`src/rtl/qcm_sv_pkg.sv`:
```
// Shared constants, FSM state type and sign-extension helper for the
// state-vector unloader.
package qcm_sv_pkg;

  localparam int SAMPLE_SIZE    = 32;
  localparam int COMPLEXNUM_BIT = 24;
  localparam int OUT_BIT        = 32;
  localparam int IDX_W          = $clog2(SAMPLE_SIZE);

  typedef enum logic [1:0] {
    ST_IDLE   = 2'd0,
    ST_STREAM = 2'd1,
    ST_DONE   = 2'd2
  } state_t;

  // Replicates bit width-1 of value into all higher bits (1 <= width <= 64).
  function automatic logic [63:0] sign_extend(input logic [63:0] value,
                                              input int unsigned width);
    logic signed [63:0] v_shl;
    v_shl = signed'(value << (32'd64 - width));
    return $unsigned(v_shl >>> (32'd64 - width));
  endfunction

endpackage

```
`src/rtl/sv_unloader.sv`:
```
// Snapshots a parallel state vector on start and streams it out one complex
// amplitude per valid/ready handshake, sign-extended to out_bit.
module sv_unloader
  import qcm_sv_pkg::*;
#(
  parameter int sample_size    = SAMPLE_SIZE,
  parameter int complexnum_bit = COMPLEXNUM_BIT,
  parameter int out_bit        = OUT_BIT
) (
  input  logic                             clk,
  input  logic                             rst,
  input  logic                             start,
  input  logic signed [complexnum_bit-1:0] in_r [0:sample_size-1],
  input  logic signed [complexnum_bit-1:0] in_i [0:sample_size-1],
  output logic                             busy,
  output logic                             o_valid,
  input  logic                             o_ready,
  output logic [$clog2(sample_size)-1:0]   o_idx,
  output logic signed [out_bit-1:0]        o_r,
  output logic signed [out_bit-1:0]        o_i,
  output logic                             o_last,
  output logic                             done
);

  localparam int IW = $clog2(sample_size);
  localparam logic [IW-1:0] LAST_IDX = IW'(sample_size - 1);

  state_t r_state;
  state_t w_next_state;
  logic [IW-1:0] r_idx;
  logic signed [complexnum_bit-1:0] r_snap_r [0:sample_size-1];
  logic signed [complexnum_bit-1:0] r_snap_i [0:sample_size-1];
  logic w_load;
  logic w_xfer;

  // State register.
  always_ff @(posedge clk) begin
    if (rst) begin
      r_state <= ST_IDLE;
    end else begin
      r_state <= w_next_state;
    end
  end

  // Next-state and handshake/status outputs; o_valid never looks at o_ready.
  always_comb begin
    w_next_state = r_state;
    w_load       = 1'b0;
    w_xfer       = 1'b0;
    busy         = 1'b0;
    o_valid      = 1'b0;
    done         = 1'b0;
    case (r_state)
      ST_IDLE: begin
        if (start) begin
          w_load       = 1'b1;
          w_next_state = ST_STREAM;
        end else begin
          w_next_state = ST_IDLE;
        end
      end
      ST_STREAM: begin
        busy    = 1'b1;
        o_valid = 1'b1;
        w_xfer  = o_ready;
        if (o_ready && (r_idx == LAST_IDX)) begin
          w_next_state = ST_DONE;
        end else begin
          w_next_state = ST_STREAM;
        end
      end
      ST_DONE: begin
        done         = 1'b1;
        w_next_state = ST_IDLE;
      end
      default: begin
        w_next_state = ST_IDLE;
      end
    endcase
  end

  // Snapshot capture and streaming index; the index parks on the last entry.
  always_ff @(posedge clk) begin
    if (rst) begin
      r_idx <= {IW{1'b0}};
      for (int k = 0; k < sample_size; k++) begin
        r_snap_r[k] <= {complexnum_bit{1'b0}};
        r_snap_i[k] <= {complexnum_bit{1'b0}};
      end
    end else if (w_load) begin
      r_idx <= {IW{1'b0}};
      for (int k = 0; k < sample_size; k++) begin
        r_snap_r[k] <= in_r[k];
        r_snap_i[k] <= in_i[k];
      end
    end else if (w_xfer && (r_idx != LAST_IDX)) begin
      r_idx <= r_idx + IW'(1);
    end else begin
      r_idx <= r_idx;
    end
  end

  // Data mux; outputs read as zero whenever no word is being offered.
  always_comb begin
    o_idx  = {IW{1'b0}};
    o_r    = {out_bit{1'b0}};
    o_i    = {out_bit{1'b0}};
    o_last = 1'b0;
    if (r_state == ST_STREAM) begin
      o_idx  = r_idx;
      o_r    = out_bit'(sign_extend(64'($unsigned(r_snap_r[r_idx])),
                                    unsigned'(complexnum_bit)));
      o_i    = out_bit'(sign_extend(64'($unsigned(r_snap_i[r_idx])),
                                    unsigned'(complexnum_bit)));
      o_last = (r_idx == LAST_IDX);
    end else begin
      o_last = 1'b0;
    end
  end

endmodule
```
`config.mk`:
```
export PLATFORM = sky130hd
export DESIGN_NAME = sv_unloader
export DESIGN_NICKNAME = d
export VERILOG_FILES = /design/src/rtl/qcm_sv_pkg.sv /design/src/rtl/sv_unloader.sv
export SDC_FILE = /design/constraint.sdc
export NUM_CORES = 2
export LEC_CHECK = 0
export BUFFER_PORTS_ARGS = -buffer_cell sky130_fd_sc_hd__buf_2
export CAP_MARGIN = 20
export CORE_AREA = 8 8 621 623
export CTS_CLUSTER_DIAMETER = 120
export CTS_CLUSTER_SIZE = 10
export DETAILED_ROUTE_END_ITERATION = 12
export DIE_AREA = 0 0 629 631
export PLACE_DENSITY = 0.33
export SLEW_MARGIN = 20
export SYNTH_ARGS = -nofsm -noshare
export SYNTH_HDL_FRONTEND = slang
export SYNTH_SLANG_ARGS = --single-unit
```
`constraint.sdc`:
```
create_clock -name clk -period 58.9 [get_ports clk]
set_input_delay 5.89 -clock clk [delete_from_list [all_inputs] [get_ports clk]]
set_output_delay 5.89 -clock clk [all_outputs]
set_load 0.05 [all_outputs]
```
==> reports/qor.txt <==
Critical R2R Launch -> r_state[0]
P_leak -> 32.80 nW
Share of cells above drive strength 1 -> 38.66%
Post-synth EDFFs -> 1,536
WL final -> 336,900 µm
Syn_area_per_cell -> 16.33 µm²
Die area -> 396,900 µm²
Post-layout util -> 23.33%
Final Non-Filler Cells -> 10,910
Vias -> 44,760
CTS tree -> yes
Minimum clock period -> 11.77 ns
Post-layout nets -> 7,324
Mapped cell area -> 69,310 µm²
Final period util -> 19.98%
Final count of pins violating max slew -> 0
Starting Density -> 18.40%
Hold Crit Start -> r_idx[4]
FF-to-FF path depth -> 7
Switching part of the total power -> 24.33%
Total track usage -> 16.22%
Detailed placement HPWL -> 255,700 µm
Via density -> 4.101
Worst setup SP type -> flop
Worst Hold Slack -> 0.5508 ns
First-pass GRT wire length -> 441,100 µm
Clock Sinks -> 1,548
Placed insts -> 10,610
Vias in the first global route -> 47,260
Compound-Gate Fraction of Synth Area -> 2.520%
DRC viols -> 0
Internal -> 1.973 mW
Worst-path maximum fanout -> 30
CTS resizes -> 0
Min-Delay Path Depth -> 2
Die Height -> 631 µm
Slew @ Worst Pin -> 1.272 ns
Critical R2R Capture -> r_snap_r[27][16]
Multiplexer share of the synthesized area -> 13.72%
Initial antenna violation count -> 424
R2R setup slack -> 54.16 ns
Mapped Cells -> 4,244
Synth Area in XOR/XNOR -> 0.03791%
Critical Path End Type -> primary output
Pwr per Cell Area -> 29.68 nW/µm²
Core Rows -> 226
Share of power burned in registers -> 51.6%
Fmax -> 84.99 MHz
Core Area -> 376,700 µm²
Pin count of the biggest net entering global routing -> 317
Layout Area Growth over Synthesis -> 26.76%
Setup Fix Bufs, Post-CTS -> 0
Tot Pwr -> 2.608 mW
Required time of the worst setup path -> 53.01 ns
Placer Congestion -> 0.7805
Yosys warning count -> 0
Number of synthesized register bits -> 1,548
Largest family of logic cells by synthesized area -> simple AND/OR/NAND/NOR gates
Total CTS buffers -> 181
Synthesized Nets -> 5,786
Maximum buffer depth of the clock tree -> 4
Worst-Skew Late Latency -> 0.86 ns
CP Data Arrival Time -> 5.88 ns
DR pass1 iterations -> 5
Port bufs -> 1,612
Maximum vdd drop -> 0.01863 mV
DR iter-0 viols -> 3,226
Total gr overflow -> 0
Status -> finished clean
Area of the multi-input gates -> 21,280 µm²
Hold_buf cts -> 0
Chip Width -> 629 µm
Reg area -> 46,380 µm²
H-tree depth -> 4
RSZ-0062 raised after global routing -> false
Fillcell total -> 40,030
Adder-Cell Fraction of Synth Area -> 0.03610%
CTS root buffer -> clkbuf_16
Final Hold Viols -> 0
CTS clk-pin slew, worst paths -> 0.05 ns
Combinational fraction of design power -> 9.0%
Slew headroom -> 15.19%
Skew final -> 0.05002 ns
Final ANT Viol Nets -> 0
Final setup TNS -> 0 ns
Critical path class -> reg -> out
Sequential area share after synthesis -> 66.89%
Hold Path Class -> reg -> reg
Net Sw Power -> 0.6345 mW
MaxCap Viol Count -> 0
Ys async rst share -> 0%
Synth Area in Simple Gates -> 14.24%
Mean routed wirelength per cell -> 30.87 µm
Ys flop type -> edfxtp_1
Ports -> 1,613
Clock power frac -> 39.4%
Distinct cell type count after synthesis -> 33
Setup-failing EPs final -> 0
[critical path: stages (launching register included)]
cell and delay [ns]:
dfxtp_4 0.71, buf_4 0.68, buf_4 0.66, buf_4 0.67, mux4_2 0.42, mux2i_1 0.09, a221o_1 0.59, a31oi_1 0.63
buf_2 0.40
[worst max-delay path by stage]
stage / slack [ns] / endpoint / start / depth (start not counted)
3_5_place_dp: 47.54 / o_r[15] / flop / 8
3_3_place_gp: 47.22 / o_i[22] / flop / 8
5_1_grt: 46.60 / o_r[22] / flop / 8
4_1_cts: 46.57 / o_r[15] / flop / 8
2_1_floorplan: 8.23 / flop / rst / 4
6_report: 47.13 / o_r[22] / flop / 8
[layer usage]
metal	wire (µm)	up-vias	global-route usage [%]
met1	142100	22850	20.55
met4	10390	48	3.645
met2	166000	1991	28.45
met3	18120	890	3.296
met5	310	-	0
li1	-	18980	-
[layout by cell type (no fill, tap or decap), types with 3 or more instances in the layout]
cell,instances
buf_2,1611
edfxtp_1,1536
and2_1,870
nor2b_1,673
mux4_2,336
mux2i_1,194
clkbuf_16,184
diode_2,86
buf_4,64
a22oi_1,48
a221o_1,48
a31oi_1,45
a221oi_1,36
o21ai_0,35
nand2_1,28
clkbuf_1,13
o2111ai_1,12
buf_12,11
nor2_1,7
inv_6,7
dfxtp_1,7
nor2_4,5
dfxtp_4,5
nor2b_4,3
a31oi_2,3
buf_6,3
[metrics by stage]
stage / cell area (µm²) / setup WS (ns)
after CTS: 87580 / 46.57
after detailed placement: 82750 / 47.54
final: 87860 / 47.13
after floorplan: 69310 / 8.227
after global placement: 82720 / 47.22
after global routing: 87720 / 46.60
[cell usage after synthesis (28+ instances only)]
cell type     n  area [µm²]
edfxtp_1   1536       46120
and2_1      871        5449
nor2b_1     676        4229
mux4_2      336        7567
clkbuf_1    225       844.6
mux2i_1     194        1942
a221o_1      48       480.5
a22oi_1      48       360.4
a31oi_1      48       300.3
buf_4        45       337.8
a221oi_1     36       315.3
o21ai_0      36       180.2
buf_2        28       140.1
buf_6        28       315.3
nand2_1      28       105.1
[cell families (layout without fill, tap and decap cells)]
group	count (synthesis)	after routing
compound gates	229	229
xor+xnor	3	3
fa+ha+maj	2	2
buf+inv	339	1907
flops	1548	1548
mux	530	530
other cells	0	86
simple gates	1593	1593
[power groups by stage]
stage	combinational, mW	clock, mW	sequential, mW
floorplan	0.119	0	1.48
global placement	0.241	0	1.37
detailed placement	0.242	0	1.37
CTS	0.243	1.07	1.35
global route	0.256	1.10	1.35
finish	0.236	1.03	1.35
[final cells by class]
cell class                 instances  share of cell area, %
antenna                           86                 0.2449
clock buffer                     197                  5.296
clock inverter                    16                 0.1965
inverter                           2                0.01709
multi-input combinational       2357                  24.22
sequential                      1548                  52.79
tap                             5016                  7.143
timing repair buffer            1692                  10.09
[sequential cells by signal (all words and copies together), names as in the netlist, named ones only]
register / count
r_snap_i: 768
r_snap_r: 768
r_idx: 5
r_state: 2
Note: power is estimated with default switching activity, not from simulation.
